[src/rtl/uart_pkg.sv]
// -----------------------------------------------------------------------------
// uart_pkg
// Shared definitions for the uart transmit path and its arbiter:
//   - transmit arbiter FSM state encoding (2-bit)
//   - bit positions inside the 5-bit uart ctrl_word {NSB,NPB,POE,NDB2,NDB1}
//   - default 8N1 configuration word
//   - number of cycles to wait for tx_busy after a start before giving up
// No ports (package).
// -----------------------------------------------------------------------------
package uart_pkg;

    typedef enum logic [1:0] {
        IDLE      = 2'd0,
        START     = 2'd1,
        WAIT_BUSY = 2'd2,
        WAIT_DONE = 2'd3
    } tx_state_t;

    localparam int CTRL_NDB1 = 0;
    localparam int CTRL_NDB2 = 1;
    localparam int CTRL_POE  = 2;
    localparam int CTRL_NPB  = 3;
    localparam int CTRL_NSB  = 4;

    localparam logic [4:0] CFG_8N1  = 5'b01011;

    localparam logic [1:0] BUSY_TMO = 2'd3;

endpackage

[src/rtl/uart_baud_gen.sv]
// -----------------------------------------------------------------------------
// uart_baud_gen
// Free-running 16x baud enable generator. The counter runs every clock and
// restarts when it reaches or passes baud_div, so the enable period is
// baud_div+1 cycles. A divisor change is picked up at the next compare; a
// smaller divisor than the current count simply ends the period at once.
// Ports:
//   clk        in   system clock
//   rst_n      in   asynchronous active-low reset
//   baud_div   in   enable period minus 1
//   baud16_en  out  registered one-cycle enable pulse
// -----------------------------------------------------------------------------
module uart_baud_gen
    import uart_pkg::*;
#(
    parameter int DIV_W = 16
) (
    input  logic             clk,
    input  logic             rst_n,
    input  logic [DIV_W-1:0] baud_div,
    output logic             baud16_en
);

    logic [DIV_W-1:0] cnt;
    logic             hit;

    assign hit = (cnt >= baud_div);

    always_ff @(posedge clk or negedge rst_n) begin
        if (!rst_n) begin
            cnt       <= '0;
            baud16_en <= 1'b0;
        end else begin
            baud16_en <= hit;
            cnt       <= hit ? '0 : cnt + DIV_W'(1);
        end
    end

endmodule

[src/rtl/uart_tx_arbiter.sv]
// -----------------------------------------------------------------------------
// uart_tx_arbiter
// Shares one uart transmitter between N_REQ byte producers with round-robin
// arbitration, owns the uart configuration word and the 16x baud enable.
// A pending configuration change is applied only while the transmitter is
// idle and takes priority over a grant in that cycle.
// Ports:
//   clk        in   system clock
//   rst_n      in   asynchronous active-low reset
//   baud_div   in   baud16_en period minus 1
//   cfg_wr     in   one-cycle strobe, latches cfg_word as pending config
//   cfg_word   in   new config {NSB,NPB,POE,NDB2,NDB1}
//   req_valid  in   per-requester byte pending
//   req_data   in   requester i byte at [8i+7:8i]
//   req_ready  out  one-cycle pulse, byte of requester i accepted
//   grant_id   out  index of last/current granted requester
//   tx_data    out  byte to uart
//   tx_start   out  one-cycle start pulse to uart
//   tx_busy    in   uart transmitter busy
//   ctrl_word  out  uart configuration word
//   baud16_en  out  one-cycle 16x baud enable
//   tx_lost    out  one-cycle pulse, uart never went busy after a start
// -----------------------------------------------------------------------------
module uart_tx_arbiter
    import uart_pkg::*;
#(
    parameter int         N_REQ   = 4,
    parameter int         DIV_W   = 16,
    parameter logic [4:0] CFG_RST = CFG_8N1,
    localparam int        GID_W   = $clog2(N_REQ)
) (
    input  logic               clk,
    input  logic               rst_n,
    input  logic [DIV_W-1:0]   baud_div,
    input  logic               cfg_wr,
    input  logic [4:0]         cfg_word,
    input  logic [N_REQ-1:0]   req_valid,
    input  logic [8*N_REQ-1:0] req_data,
    output logic [N_REQ-1:0]   req_ready,
    output logic [GID_W-1:0]   grant_id,
    output logic [7:0]         tx_data,
    output logic               tx_start,
    input  logic               tx_busy,
    output logic [4:0]         ctrl_word,
    output logic               baud16_en,
    output logic               tx_lost
);

    tx_state_t        state, state_nxt;
    logic [GID_W-1:0] last_grant;
    logic [GID_W-1:0] gnt;
    logic [4:0]       cfg_shadow;
    logic             cfg_pend;
    logic [1:0]       tmo;
    logic             do_cfg;
    logic             do_grant;
    logic             do_lost;

    // Search starts just after the previous winner and wraps, so the last
    // winner has the lowest priority.
    function automatic logic [GID_W-1:0] rr_pick(
        input logic [N_REQ-1:0] valid,
        input logic [GID_W-1:0] last
    );
        logic [GID_W-1:0] pick;
        logic             found;
        int               idx;
        pick  = last;
        found = 1'b0;
        for (int i = 1; i <= N_REQ; i++) begin
            idx = int'(last) + i;
            if (idx >= N_REQ) idx = idx - N_REQ;
            if (!found && valid[idx]) begin
                pick  = GID_W'(idx);
                found = 1'b1;
            end
        end
        return pick;
    endfunction

    uart_baud_gen #(
        .DIV_W(DIV_W)
    ) u_baud_gen (
        .clk      (clk),
        .rst_n    (rst_n),
        .baud_div (baud_div),
        .baud16_en(baud16_en)
    );

    always_comb begin
        state_nxt = state;
        do_cfg    = 1'b0;
        do_grant  = 1'b0;
        do_lost   = 1'b0;
        gnt       = rr_pick(req_valid, last_grant);
        case (state)
            IDLE: begin
                // A busy transmitter here was started by someone else: hold off.
                if (!tx_busy) begin
                    if (cfg_pend) begin
                        do_cfg = 1'b1;
                    end else if (|req_valid) begin
                        do_grant  = 1'b1;
                        state_nxt = START;
                    end
                end
            end
            START:     state_nxt = WAIT_BUSY;
            WAIT_BUSY: begin
                if (tx_busy) begin
                    state_nxt = WAIT_DONE;
                end else if (tmo == BUSY_TMO - 2'd1) begin
                    do_lost   = 1'b1;
                    state_nxt = IDLE;
                end
            end
            WAIT_DONE: if (!tx_busy) state_nxt = IDLE;
            default:   state_nxt = IDLE;
        endcase
    end

    always_ff @(posedge clk or negedge rst_n) begin
        if (!rst_n) state <= IDLE;
        else        state <= state_nxt;
    end

    always_ff @(posedge clk or negedge rst_n) begin
        if (!rst_n) begin
            req_ready  <= '0;
            tx_start   <= 1'b0;
            tx_data    <= '0;
            grant_id   <= '0;
            last_grant <= GID_W'(N_REQ - 1);
            ctrl_word  <= CFG_RST;
            tx_lost    <= 1'b0;
            cfg_pend   <= 1'b0;
            tmo        <= '0;
        end else begin
            req_ready <= do_grant ? (N_REQ'(1) << gnt) : '0;
            tx_start  <= do_grant;
            tx_lost   <= do_lost;
            if (do_grant) begin
                tx_data    <= req_data[8*int'(gnt) +: 8];
                grant_id   <= gnt;
                last_grant <= gnt;
            end
            tmo <= (state == WAIT_BUSY && !tx_busy) ? tmo + 2'd1 : '0;
            if (do_cfg) ctrl_word <= cfg_shadow;
            // A write landing on the apply cycle keeps the new value pending.
            if (cfg_wr)      cfg_pend <= 1'b1;
            else if (do_cfg) cfg_pend <= 1'b0;
        end
    end

    // Shadow is only consumed while cfg_pend is set, so it needs no reset.
    always_ff @(posedge clk) begin
        if (cfg_wr) cfg_shadow <= cfg_word;
    end

endmodule

[config.mk]
export PLATFORM = sky130hd
export DESIGN_NAME = uart_tx_arbiter
export DESIGN_NICKNAME = d
export VERILOG_FILES = /design/src/rtl/uart_pkg.sv /design/src/rtl/uart_baud_gen.sv /design/src/rtl/uart_tx_arbiter.sv
export SDC_FILE = /design/constraint.sdc
export NUM_CORES = 1
export LEC_CHECK = 0
export CORE_MARGIN = 2
export CORE_UTILIZATION = 40
export CTS_BUF_LIST = sky130_fd_sc_hd__clkbuf_8
export DETAILED_ROUTE_END_ITERATION = 8
export GPL_TIMING_DRIVEN = 0
export PLACE_DENSITY = 0.7
export SYNTH_ARGS = -nofsm -noshare
export SYNTH_HDL_FRONTEND = slang
export SYNTH_SLANG_ARGS = --single-unit
[constraint.sdc]
create_clock -name clk -period 2.6 [get_ports clk]
set_clock_uncertainty 0.15 [all_clocks]
set_input_delay 0.52 -clock clk [delete_from_list [all_inputs] [get_ports clk]]
set_output_delay 0.52 -clock clk [all_outputs]
set_load 0.1 [all_outputs]
Word-level counts from Yosys, hierarchy flattened
Cells that the tools add are included.

Bits in registers: 50. Input bits: 61. Output and inout bits: 22. Logic and storage cells: 100.

Add/sub/neg operators: 10. Order comparisons: 9. Equality and inequality tests: 9. Shifts and indexed selects: 2. Multiplexer cells: 45. Reductions and logical operators: 12.

Operator list (count): $lt A32 B4 Y1 const B (4); $mux W32 (4); $shiftx A32 B6 Y8 (1); $mux W1 (23); $mux W2 (11); $add A16 B1 Y16 const B (1); $ge A16 B16 Y1 (1); $mux W16 (1); $sub A3 B3 Y4 const B (3); $ge A3 B3 Y1 const B (3); $bmux W1 S2 (4); $ne A2 B2 Y1 const B (4); $pmux W2 S4 (1); $add A2 B2 Y3 const B (2); $eq A2 B2 Y1 const B (3); $reduce_and A5 Y1 (1); $sub A4 B3 Y5 const B (1); $add A2 B3 Y4 const B (1); $ge A4 B3 Y1 const B (1); $logic_and A1 B1 Y1 (4); $logic_not A1 Y1 (4); $mux W4 (1); $reduce_or A4 Y1 (1); $shl A1 B2 Y4 const A (1); other kinds (6) (6).

Depth between registers and ports, before layout
Depth in word-level cells: 18. Depth in mapped cells: 9.

Modules after synthesis
Synthesis repeated with hierarchy kept, for this count alone.

Cells, all modules: 272. Area, all modules: 2926.6 sq um.

By module, submodules not included: uart_tx_arbiter (instances 1, cells an instance 141, area an instance 1635.3 sq um, sequential area each 857.1 sq um); uart_baud_gen (instances 1, cells an instance 131, area an instance 1291.2 sq um, sequential area each 425.4 sq um).

Least setup slack after synthesis
OpenSTA, ideal clock, no wires.

Path kind: input -> register. From: in baud_div[11]. To: reg u_baud_gen.cnt[10]. Data arrival time: 1.829 ns. Data required time: 2.329 ns. Setup slack: 0.499 ns. Cell stages on the path: 9. Path buffers: 2. Path through: inv_1 -> ha_1 -> nand2_1 -> o211ai_1 -> a21oi_1 -> o21ba_2 -> clkbuf_1 -> buf_2 -> nor2_1.

Longest elaborated chain between the ends: 2.

Ends and longest elaborated chain: start: declaration (line uart_tx_arbiter.sv:34) `input logic [DIV_W-1:0] baud_div,`; $ge A16 B16 Y1 (line uart_baud_gen.sv:27) `assign hit = (cnt >= baud_div);`; net u_baud_gen.hit (line uart_baud_gen.sv:25) `logic hit;`; $mux W16 (line uart_baud_gen.sv:35) `cnt <= hit ? '0 : cnt + DIV_W'(1);`; end signal: assignment (line uart_baud_gen.sv:35); end: declaration (line uart_baud_gen.sv:24) `logic [DIV_W-1:0] cnt;`.

The timed path passes the listed nets, and every way through them passes these cells. A chain may end at the register's enable or synchronous reset.

Final worst setup path
From: reg tx_data[0]. To: out tx_data[0].

RTL lines: start: declaration (line uart_tx_arbiter.sv:41) `output logic [7:0] tx_data,`; start signal: assignment (line uart_tx_arbiter.sv:143) `tx_data <= req_data[8*int'(gnt) +: 8];`.

No word-level cell between the ends.

==> impl_metrics.yaml <==
status:
  outcome: "completed"
drt:
  viasPerCell: 4.95
  postRouteAntennaNets: 0
  via_count: 2071
  drc_errors: 0
  finalWirelength_um: 5430
  wl_per_cell_um: 13.0
  drt-pass1-iter-count: 4
  drtIter0Drc: 62
grt:
  grtUsageMet2_pct: 27.4
  grtUsageTotal_pct: 15.8
  grt_use_met1_pct: 20.5
  grt_pass1_wl_um: 9380
  grt_max_degree: 28
  antenna_found_initial: 0
  busiest_layer: "met2"
  gr-total-overflow: 0
  grt_pass1_vias: 2072
  grt_use_met3_pct: 2.89
floorplanning:
  die-area_um2: 7310
  row_count: 29
  pin_count: 83
  die_h_um: 85.5
  fp.dieW_um: 85.5
  start_util_pct: 41.6
  core_area_um2: 6390
finish:
  syn2layout_area_growth_pct: 39.0
  drive_above_1_share_pct: 11.1
  final_nets: 419
  final_common_cell: "clkdlybuf4s50_1"
  antenna_cells: 0
  n_fill_cell: 584
  postLayoutCoreUtil_pct: 57.8
  multiInputGateArea_um2: 1240
  fin_cells: 418
  register_area_um2: 1280
  layout_common_cells: "clkdlybuf4s50_1, dfrtp_1, nor2_1"
yosys:
  synth_nets: 330
  synth_flop_cell: "dfrtp_1"
  syn_inst: 251
  ys_seq_area_share_pct: 48.3
  yosysUniqueCellTypes: 42
  synth-async-reset-ratio_pct: 90.0
  ys_seq_elements: 50
  avgSynthCellArea_um2: 10.6
  yosysWarningCount: 0
  synth_edf_count: 5
  synthesis.area_um2: 2660
setup_path:
  critPathRequiredTime_ps: 1930
  cp_max_fo: 2
  start_kind: "flip-flop"
  cp.arrival_ps: 1810
  path_buf_inv: 1
  slowest_delay_ps: 1150
  crit_chain: "clkdlybuf4s50_1"
  path_class: "reg2out"
  crit_family: "buffers and inverters"
  critPathSlowestCell: "clkdlybuf4s50_1"
  end_kind: "primary output"
clock_network:
  insertion_delay_ps: 290
  clkTransAtPathRegs_ps: 90
  clockBufferDepth: 2
  post_cts_buffers: 0
  cts-root-buf: "clkbuf_8"
  cts.sinks: 50
  cts_tree: "built"
  hold_buffers: 0
  h-tree-depth: 2
  cts_inserted_buffers: 5
sta:
  finalHoldViolCount: 0
  setup_viol: 0
  max_freq_mhz: 404
  rsz0062_at_grt: "false"
  fin_crit_ps: 2480
  finalCritPeriodShare_pct: 95.2
  maxSlewViolCount: 0
  relSlewSlack_pct: 31.6
  setup_tns_ps: 0
  worst_pin_slew_ps: 1020
  hold_ws_ps: 15.3
pwr:
  ir_worst_vdd_uv: 600
  switching_share_pct: 47.3
  power_frac_seq_pct: 33.3
  p_per_area_nw_per_um2: 961
  internal_power_mw: 1.87
  p_sw_mw: 1.68
  clkPwrFrac_pct: 14.3
  p_leak_nw: 1.73
  pwr-share-comb_pct: 52.4
placement:
  io_buffers: 82
  place_inst: 411
  dp_hpwl_um: 4260
  gp_congestion: 0.816
min_path:
  hp-class: "in2async"
flow_run:
  drv_cap: 0
Yosys cell counts, types with 5 or more instances:
library cell	count	area, um2
dfrtp_1	40	1000
nor2_1	34	128
inv_1	21	78.8
nand2_1	21	78.8
ha_1	18	225
mux2i_1	17	170
a21oi_1	10	50.1
xor2_1	9	78.8
and3_1	6	37.5
dfstp_2	5	131
edfxtp_1	5	150
mux2_2	5	56.3
nand4_1	5	31.3
xnor2_1	5	43.8
registers in the layout (all words and copies together) (netlist names):
register and count:
u_baud_gen.cnt 16, tx_data 8, cfg_shadow 5, ctrl_word 5, req_ready 4, grant_id 2, last_grant 2, state 2
tmo 2, cfg_pend 1, tx_lost 1, tx_start 1, u_baud_gen.baud16_en 1
layout make-up:
class | instances | area share [%]
flip-flops and latches | 50 | 34.7
inverters | 22 | 2.37
well taps | 77 | 2.61
plain buffers | 6 | 1.05
multi-input cells | 172 | 33.7
clock buffers | 8 | 2.98
repair buffers | 83 | 22.5
power groups by stage:
stage	clock network [mW]	logic, mW	registers (mW)
2_1_floorplan	0	0.569	2.03
3_3_place_gp	0	1.86	1.19
3_5_place_dp	0	1.89	1.20
4_1_cts	0.530	1.88	1.18
5_1_grt	0.558	1.98	1.22
6_report	0.509	1.86	1.18
metal layers:
metal | up-vias | routed length [um] | share of wire [%]
met3 | 6 | 321 | 5.9
li1 | 1044 | - | -
met2 | 64 | 2660 | 49
met1 | 957 | 2400 | 44
met5 | - | 0 | 0
met4 | 0 | 44 | 0.81
metrics by stage:
stage                     total power [mW]  setup WS, ps  cell area [um2]
after floorplan                       2.60           499             2660
final                                 3.55           124             3690
after global routing                  3.75          47.9             3690
after global placement                3.05          -385             3570
after CTS                             3.59          17.1             3690
after detailed placement              3.09          -296             3590
final timing paths:
path / from / end / slack (ps) / cells past startpoint
max in group asynchronous: rst_n / last_grant[0] / 1720 / 2
worst max register to register: u_baud_gen.cnt[0] / u_baud_gen.cnt[9] / 460 / 8
worst min register to register: tmo[0] / tmo[0] / 280 / 1
worst min-delay path: rst_n / state[0] / 20 / 1
min in group clk: tmo[0] / tmo[0] / 280 / 1
worst max-delay path: tx_data[0] / tx_data[0] / 120 / 1
cell families (layout without fill, tap and decap cells):
kind of cell,count (synthesis),in the layout,synth area share [%]
simple gates,82,82,14.8
flops,50,50,48.3
compound gates,36,36,10.4
buf+inv,29,119,4.90
mux,22,22,8.53
fa+ha+maj,18,18,8.48
xor+xnor,14,14,4.62
timing repair:
item	4_1_cts	5_1_grt
resized for setup	3	0
gates cloned	0	0
setup endpoints to repair	3	10
No activity file was read; power rests on OpenSTA's default activity.
